File: config.mk
export PLATFORM = sky130hd
export DESIGN_NAME = writeback_merge_stage
export DESIGN_NICKNAME = d
export VERILOG_FILES = /design/src/rtl/writeback_merge_stage.sv
export SDC_FILE = /design/constraint.sdc
export NUM_CORES = 1
export LEC_CHECK = 0
export ABC_AREA = 1
export CORE_MARGIN = 10
export CORE_UTILIZATION = 50
export DETAILED_ROUTE_END_ITERATION = 10
export GPL_ROUTABILITY_DRIVEN = 0
export PLACE_DENSITY = 0.79
export SYNTH_ARGS = -nofsm -noshare
export SYNTH_HDL_FRONTEND = slang
export SYNTH_SLANG_ARGS = --single-unit
File: constraint.sdc
create_clock -name clk -period 6.05 [get_ports clk]
set_input_delay 1.21 -clock clk [delete_from_list [all_inputs] [get_ports clk]]
set_output_delay 1.21 -clock clk [all_outputs]
set_load 0.05 [all_outputs]
File: src/rtl/writeback_merge_stage.sv
// writeback_merge_stage: aligns/extends load data, merges split loads, queues register-file writes
//
// Ports:
//   clk, rst              clock (rising edge), synchronous active-high reset
//   in_valid/in_ready     memory-stage beat handshake
//   in_is_load            beat carries load data (else ALU result passthrough)
//   in_split              first beat of a word-crossing load
//   in_load_op            LB/LH/LW/LBU/LHU
//   in_rd                 destination register (0 discards the result)
//   in_alu_result         ALU result; [1:0] is the load byte offset
//   in_rdata              raw memory word for this beat
//   wb_valid/wb_ready     register-file write handshake
//   wb_rd, wb_data        queue head
//   err_split             sticky split-seen flag when merging is compiled out
//
// Build option: define KIANV_WB_MISALIGNED_EN to compile in the two-beat merge.

package writeback_merge_stage_pkg;
  typedef enum logic [2:0] {
    LOAD_OP_LB  = 3'd0,
    LOAD_OP_LH  = 3'd1,
    LOAD_OP_LW  = 3'd2,
    LOAD_OP_LBU = 3'd4,
    LOAD_OP_LHU = 3'd5
  } LoadOp_t;
endpackage

module writeback_merge_stage
  import writeback_merge_stage_pkg::*;
#(
  parameter int FIFO_DEPTH = 2
) (
  input  logic        clk,
  input  logic        rst,
  input  logic        in_valid,
  output logic        in_ready,
  input  logic        in_is_load,
  input  logic        in_split,
  input  LoadOp_t     in_load_op,
  input  logic [4:0]  in_rd,
  input  logic [31:0] in_alu_result,
  input  logic [31:0] in_rdata,
  output logic        wb_valid,
  input  logic        wb_ready,
  output logic [4:0]  wb_rd,
  output logic [31:0] wb_data,
  output logic        err_split
);
  localparam int AW = $clog2(FIFO_DEPTH);
  logic [AW-1:0] wr_ptr, rd_ptr;
  logic [AW:0]   count;
  logic [4:0]    rd_q   [FIFO_DEPTH];
  logic [31:0]   data_q [FIFO_DEPTH];
  logic          accept, enq, push, pop;
  logic [31:0]   res;
  logic [4:0]    res_rd;

  function automatic logic [31:0] extend(input logic [31:0] w, input LoadOp_t op);
    return op == LOAD_OP_LB  ? {{24{w[7]}}, w[7:0]} :
           op == LOAD_OP_LBU ? {24'b0, w[7:0]} :
           op == LOAD_OP_LH  ? {{16{w[15]}}, w[15:0]} :
           op == LOAD_OP_LHU ? {16'b0, w[15:0]} : w;
  endfunction

  assign in_ready = !rst && (count < (AW+1)'(FIFO_DEPTH));
  assign accept   = in_valid && in_ready;
  assign wb_valid = count != '0;
  assign wb_rd    = rd_q[rd_ptr];
  assign wb_data  = data_q[rd_ptr];
  assign pop      = wb_ready && wb_valid;
  assign push     = enq && (res_rd != 5'd0);

`ifdef KIANV_WB_MISALIGNED_EN
  typedef enum logic {IDLE, WAIT_HI} state_t;
  state_t        state, state_n;
  logic [31:0]   lo_data;
  LoadOp_t       lo_op;
  logic [4:0]    lo_rd;
  logic [1:0]    lo_off;

  assign err_split = 1'b0;

  always_ff @(posedge clk) begin
    if (rst) begin
      state   <= IDLE;
      lo_data <= '0;
      lo_op   <= LOAD_OP_LB;
      lo_rd   <= '0;
      lo_off  <= '0;
    end else begin
      state <= state_n;
      if (state == IDLE && accept && in_is_load && in_split) begin
        lo_data <= in_rdata;
        lo_op   <= in_load_op;
        lo_rd   <= in_rd;
        lo_off  <= in_alu_result[1:0];
      end
    end
  end

  // The high beat's own sideband is ignored; the latched low-beat fields drive the merge.
  always_comb begin
    state_n = state;
    enq     = 1'b0;
    res     = in_alu_result;
    res_rd  = in_rd;
    if (state == WAIT_HI) begin
      res     = extend(32'({in_rdata, lo_data} >> {lo_off, 3'b000}), lo_op);
      res_rd  = lo_rd;
      enq     = accept;
      state_n = accept ? IDLE : WAIT_HI;
    end else if (in_is_load && in_split) begin
      state_n = accept ? WAIT_HI : IDLE;
    end else begin
      res = in_is_load ? extend(in_rdata >> {in_alu_result[1:0], 3'b000}, in_load_op) : in_alu_result;
      enq = accept;
    end
  end
`else
  always_ff @(posedge clk) begin
    if (rst) err_split <= 1'b0;
    else if (accept && in_is_load && in_split) err_split <= 1'b1;
  end

  // Without merge support a crossing load just sees zeros shifted in above bit 31.
  always_comb begin
    enq    = accept;
    res_rd = in_rd;
    res    = in_is_load ? extend(in_rdata >> {in_alu_result[1:0], 3'b000}, in_load_op) : in_alu_result;
  end
`endif

  always_ff @(posedge clk) begin
    if (rst) begin
      wr_ptr <= '0;
      rd_ptr <= '0;
      count  <= '0;
      for (int i = 0; i < FIFO_DEPTH; i++) begin
        rd_q[i]   <= '0;
        data_q[i] <= '0;
      end
    end else begin
      if (push) begin
        rd_q[wr_ptr]   <= res_rd;
        data_q[wr_ptr] <= res;
        wr_ptr         <= wr_ptr + AW'(1);
      end
      if (pop) rd_ptr <= rd_ptr + AW'(1);
      count <= count + (AW+1)'(push) - (AW+1)'(pop);
    end
  end
endmodule
---- After elaboration in Yosys (flattened, before gate mapping) ----
Memories as Yosys holds them, arrays and structs flattened. A register that Yosys moved wholly into a read port is not among the register bits.
Cells that the tools add are included.
cells by class
  $add $sub $neg .......................... 4
  $mul .................................... 0
  div/mod/pow operators ................... 0
  order comparisons ....................... 1
  eq/ne operators ......................... 3
  shift-type cells ........................ 1
  muxes and demuxes ....................... 20
  bitwise operators ....................... 0
  reductions and logical operators ........ 12
operators with widths
  operator                                                               count
  32-bit 2-to-1 mux                                                      6
  32-bit OR reduction                                                    1
  32-bit by 5-bit right shift with 32-bit output                         1
  1-bit 2-to-1 mux                                                       13
  3-bit equality test, second input constant                             2
  1-bit logical AND                                                      6
  5-bit 2-to-1 mux                                                       1
  5-bit nonzero test                                                     1
  5-bit OR reduction                                                     1
  3-bit by 1-bit equality test with 1-bit output, second input constant  1
  3-bit logical NOT                                                      1
  1-bit adder, second input constant                                     2
  2-bit by 1-bit adder with 2-bit output                                 1
  2-bit < comparator, second input constant                              1
  2-bit nonzero test                                                     1
  2-bit by 1-bit subtractor with 2-bit output                            1
  1-bit logical NOT                                                      1
word-level totals
  bits in registers ....................... 5
  bits in latches ......................... 0
  bits in writable memories ............... 74
  memory bits (read-only) ................. 0
  output and inout bits ................... 40
  logic and storage cells ................. 47
  memories kept ........................... 2
memories
  name    words  bits a word  rd ports  clocked after memory_dff  wr ports  RTL line  text
  data_q  2      32           1         1                         2         53        logic [31:0] data_q [FIFO_DEPTH];
  rd_q    2      5            1         1                         2         52        logic [4:0] rd_q [FIFO_DEPTH];

---- Logic depth before layout (Yosys ltp) ----
Gate-level depths: netlist of the first run.
  word-level depth ........................ 9
  mapped depth ............................ 11
  gate-level depth less buffers ........... 9

---- Worst setup path after synthesis of the first run ----
No wires, ideal clock.
  path kind ............................... input to register
  from .................................... in rst
  to ...................................... mem data_q[0][0] (enable)
  setup time .............................. 0.395 ns
  data arrival time ....................... 2.747 ns
  slack ................................... 2.908 ns
  stages on the path ...................... 6
  buffers on the path ..................... 1
  cell sequence ........................... nor3b_2 > nand2_1 > nor2_1 > inv_2 > clkbuf_8 > nand2_1
RTL lines
  item                RTL line  text
  start: declaration  34        input logic rst,
  end: declaration    53

---- Worst setup path after layout of the first run ----
  from .................................... in rst
  to ...................................... out in_ready
between the ends
  cells in the longest elaborated chain, start to end .. 2
RTL lines
  item               RTL line  text
  1-bit logical NOT  65        assign in_ready = !rst && (count < (AW+1)'(FIFO_DEPTH));
  1-bit logical AND  65
  end: declaration   36        output logic in_ready,
No other way between the ends.

==> impl_metrics.yaml, run 1 <==
clock_network:
  clock_sinks: 80
  cts.path.max_buffers: 2
  cts_resized: 0
  cts_hold_buf: 0
  cts_max_level: 3
  path_clk_slew_ps: 80
  cts-root-buf: "clkbuf_8"
  cts_made_buffers: 9
  cts_tree: "built"
  clock_latency_ps: 350
  post_cts_buffers: 0
floorplan:
  die_h_um: 115
  pin_count: 118
  die_area_mm2: 0.0132
  start_util: 0.514
  core_mm2: 0.00872
  dieWidth_um: 115
  num_rows: 34
global_route:
  grt_pass1_wl_um: 19100
  grt_pass1_vias: 4050
  grt_use_total: 0.184
  antenna_found_initial: 0
  overflow: 0
  grt_max_degree: 38
critical_path:
  rrSetupSlack_ps: 3320
  worstSetupPathType: "input pin to output pin"
  cpMostUsedCell: "clkdlybuf4s50_1"
  slowest_delay_ps: 820
  cp.arrival_ps: 2660
  path_cells: "clkdlybuf4s50_1 > nor2_1 > clkdlybuf4s50_1"
  end_kind: "output pin"
  crit_path_start_kind: "input pin"
  crit_required_ps: 4840
  cp_max_fo: 5
  crit_path_top_delay_cell: "clkdlybuf4s50_1"
timing:
  period_needed_ps: 3870
  setup_viol: 0
  setup_ws_ps: 2180
  max_freq_mhz: 259
  slew_headroom: 0.429
  finalClockSkew_ps: 8.65
  hold_viol: 0
  layout_worst_path_cycle_share: 0.639
  tightest_slew_ps: 853
  rsz0062_at_grt: "false"
  slew_violations: 0
  setup_tns_ps: 0
yosys:
  ys_top_cells_by_count: "nand2_1, edfxtp_1, nor2_1, mux2_2, o21ai_0"
  synth_cell_types: 30
  syn-mean-instance-area_um2: 9.28
  yosysMostFrequentCell: "nand2_1"
  synth_ff_type: "edfxtp_1"
  syn_area_mm2: 0.00448
  ys_seq_elements: 80
  synth_warnings: 0
  yosysTopAreaCellShare: 0.496
  synth_area_leaders: "edfxtp_1, nand2_1, mux2_2"
  synth_nets: 563
  netlist_instances: 483
  synth_top_cell_by_area: "edfxtp_1"
  yosysSeqAreaShare: 0.523
  synth_edf_count: 74
  async_reset_ff_frac: 0
status:
  outcome: "complete, no violations"
finish:
  final_nets: 669
  fin_cells: 702
  syn_to_final_growth_pct: 29.0
  n_antenna_cell: 0
  layout-drive-gt1-share: 0.145
  final_core_util: 0.663
  final_cell_area_mm2: 0.00578
route:
  vias: 3760
  dr.pass1.iters: 5
  wirelength_um: 12200
  wire_per_inst_um: 17.3
  drtIter0Drc: 267
  drt_drc_violations_left: 0
  viasPerCell: 5.36
  ant_nets: 0
place:
  dp.cells: 686
  place_worst_setup_slack_ps: 1950
  dp_hpwl_um: 9020
  io_buffers: 117
  placed_area_mm2: 0.00562
pwr:
  p_leak_nw: 2.39
  ir_drop_v: 0.000282
  powerDensity_mw_per_mm2: 314
min_path:
  min_path_type: "flip-flop to flip-flop"
run:
  max_cap_violations: 0
critical path: cells and delay by family:
| family | cells | cell delay [ps] |
|---|---|---|
| simple gates | 1 | 130 |
| buf+inv | 2 | 1320 |
registers in the layout, indices dropped and copies added (netlist names), named ones only:
register	count
data_q	64
wr_ptr	1
rd_q	10
err_split	1
rd_ptr	1
count	2
path summary, 6_finish.rpt:
kind | from | to | cells after the start
hold / removal | err_split | err_split | 2
setup reg to reg | count[1] | data_q[0][2] | 6
hold reg to reg | err_split | err_split | 2
setup / recovery | rst | in_ready | 3
metrics by stage:
| stage | power, mW | hold slack [ps] |
|---|---|---|
| floorplan | 1.25 | 425 |
| global placement | 1.48 | 435 |
| detailed placement | 1.50 | 447 |
| CTS | 1.82 | 463 |
| global route | 1.90 | 488 |
| finish | 1.82 | 465 |
layer usage:
metal,part of all wire,GRT usage
met3,0.087,0.0545
met2,0.52,0.322
met5,0,0
met4,0.026,0.0919
met1,0.37,0.198
cell families after synthesis:
| family | after synthesis | share of synthesized area |
|---|---|---|
| AND/OR/NAND/NOR | 245 | 0.232 |
| flip-flops | 80 | 0.523 |
| AO/OA/AOI/OAI | 64 | 0.0771 |
| buffers and inverters | 54 | 0.0681 |
| multiplexers | 37 | 0.0930 |
| adder cells (fa/ha/maj) | 2 | 0.00558 |
| XOR/XNOR | 1 | 0.00195 |
layout make-up:
type                            instances  area [um2]
Tap cell                              108         135
Timing Repair Buffer                  121        1200
Sequential cell                        80        2340
Multi-Input combinational cell        349        1830
Clock inverter                          6        36.3
Inverter                               28         105
Clock buffer                           10         128
Fill cell                             730        2940
report_power, final:
part / internal, mW / switching [mW]
Sequential: 0.679 / 0.0210
Combinational: 0.289 / 0.493
Clock: 0.146 / 0.190
Total: 1.11 / 0.704
placed cells by master (no fill, tap or decap), types with 2 or more instances in the layout:
cell type        instances
nand2_1                129
a21oi_1                 17
edfxtp_1                74
inv_1                   24
mux2_2                  37
nand3_2                  3
nor2_4                   2
clkinv_1                 2
clkdlybuf4s50_1        117
inv_2                    4
dfxtp_1                  6
o21ai_0                 35
or2_2                   17
nor2_1                  73
clkinvlp_4               2
ha_1                     2
buf_4                    4
a22o_1                   5
nand3_1                 13
o21ai_1                  5
clkbuf_8                 9
nor2_2                   3
Note: power is estimated with default switching activity, not from simulation.
==> run 2: changes to the inputs <==
CORE_UTILIZATION = 44   (was 50)
PLACE_DENSITY = 0.73   (was 0.79)
clock period = 3.2 ns   (was 6.05 ns; I/O delays follow)
==> run 2 against run 1 <==
Compared with the run above: power grew 97%; via count fell by 0.40%; critical path depth stayed put; flip-flop and latch count unchanged; sequential power rose by 91%; count of clock-buffer cells in the layout up 1; non-clock buffer count up 6; largest cell class unchanged; largest power group unchanged; highest routed layer unchanged.
==> impl_metrics.yaml, run 2 (synthesis gave the netlist of run 1 again) <==
global_route:
  grt_max_degree: 36
  antenna_found_initial: 0
  grt_use_total: 0.165
  overflow: 0
  grt_pass1_vias: 3939
  grt_pass1_wl_um: 19300
finish:
  reg_top3: "data_q (64), rd_q (10), count (2)"
  syn_to_final_growth_pct: 32.3
  mostFrequentLayoutCells: "nand2_1, clkdlybuf4s50_1, edfxtp_1"
  layout-drive-gt1-share: 0.158
  regMostFlops: "data_q"
  largest_reg_flops: 64
  final_core_util: 0.601
  final_nets: 675
  n_antenna_cell: 0
  final_common_cell: "nand2_1"
clock_network:
  post_cts_buffers: 0
  cts_hold_buf: 0
  cts_max_level: 3
  path_clk_slew_ps: 80
  cts.path.max_buffers: 2
  cts-root-buf: "clkbuf_8"
  cts_made_buffers: 9
  cts_resized: 0
  cts_tree: "built"
  clock_sinks: 80
  clock_latency_ps: 360
pwr:
  powerDensity_mw_per_mm2: 602
  p_leak_nw: 2.46
  ir_drop_v: 0.000282
floorplan:
  die_area_mm2: 0.0146
  core_mm2: 0.00986
  die_h_um: 121
  start_util: 0.454
  pin_count: 118
  num_rows: 36
  dieWidth_um: 121
route:
  dr.pass1.iters: 5
  drt_drc_violations_left: 0
  vias: 3745
  wire_per_inst_um: 16.5
  viasPerCell: 5.11
  wirelength_um: 12100
  ant_nets: 0
  drtIter0Drc: 261
timing:
  tightest_slew_ps: 559
  finalClockSkew_ps: 5.06
  setup_viol: 0
  slew_headroom: 0.626
  period_needed_ps: 2830
  rsz0062_at_grt: "false"
  max_freq_mhz: 353
  layout_worst_path_cycle_share: 0.886
  slew_violations: 0
  setup_tns_ps: 0
  hold_viol: 0
critical_path:
  crit_family: "buffers and inverters"
  cp.arrival_ps: 2190
  end_kind: "output pin"
  crit_required_ps: 2560
  path_cells: "buf_12 > mux2_2 > clkdlybuf4s50_1"
  worstSetupPathType: "flip-flop to output pin"
  timing.rr.start: "count[1]"
  crit_buf_inv: 2
  slowest_delay_ps: 710
  cp_max_fo: 28
  crit_path_start_kind: "flip-flop"
  crit_path_top_delay_cell: "clkdlybuf4s50_1"
min_path:
  hp-start: "rd_ptr"
  min_path_type: "flip-flop to flip-flop"
place:
  dp_hpwl_um: 9030
  io_buffers: 117
status:
  outcome: "complete, no violations"
run:
  max_cap_violations: 0
## run 2: cell count changes in the layout (fill, tap and decap cells not counted)
cell and delta:
buf_12 +3, buf_4 +3, clkinv_1 -2, bufinv_16 +1, clkbuf_8 +1, clkinv_2 +1
clkinvlp_4 -1, dfxtp_1 -1, dfxtp_2 +1
## run 2: report_power, final
part / switching [mW] / internal, mW / leakage (nW) / total, mW
combinational: 0.923 / 0.567 / 1.53 / 1.49
sequential: 0.0525 / 1.28 / 0.823 / 1.34
clock: 0.366 / 0.381 / 0.0993 / 0.747
## run 2: path summary, 6_finish.rpt
| path | cells past startpoint | slack (ps) | end |
|---|---|---|---|
| worst max register to register | 6 | 1350 | data_q[1][28] |
| worst min-delay path | 1 | 460 | rd_ptr |
| worst max-delay path | 3 | 370 | wb_data[26] |
| worst min register to register | 1 | 460 | rd_ptr |
## run 2: layout make-up
| class | instances | area (um2) |
|---|---|---|
| clock buffer | 11 | 141 |
| clock inverter | 5 | 56.3 |
| multi-input combinational | 349 | 1830 |
| timing repair buffer | 127 | 1280 |
| fill | 823 | 3930 |
| tap | 133 | 166 |
| inverter | 28 | 105 |
| sequential | 80 | 2340 |
## run 2: routing by layer
metal  global-route usage  vias up  wire, um  share of wire
li1                     -     1830         -              -
met1                0.191     1748      5040           0.42
met4               0.0732        0       283          0.023
met2                0.284      143      5970           0.49
met3               0.0396       24       816          0.067
met5                    0        -         0              0
## run 2: worst register-to-register path, cell delays in order (launching register included)
cell     delay (ps)
dfxtp_1         350
nor3b_2         230
nand2_1         130
nor2_1          220
inv_2            60
nand2_1         270
buf_12          270
## run 2: stage by stage
step	cell area (um2)	setup slack [ps]	cells	power (mW)	hold slack [ps]
detailed placement	5730	483	717	2.86	447
floorplan	4480	628	483	2.35	425
global route	5930	288	733	3.73	482
CTS	5930	333	733	3.60	459
global placement	5730	506	717	2.84	437
finish	5930	366	733	3.57	457
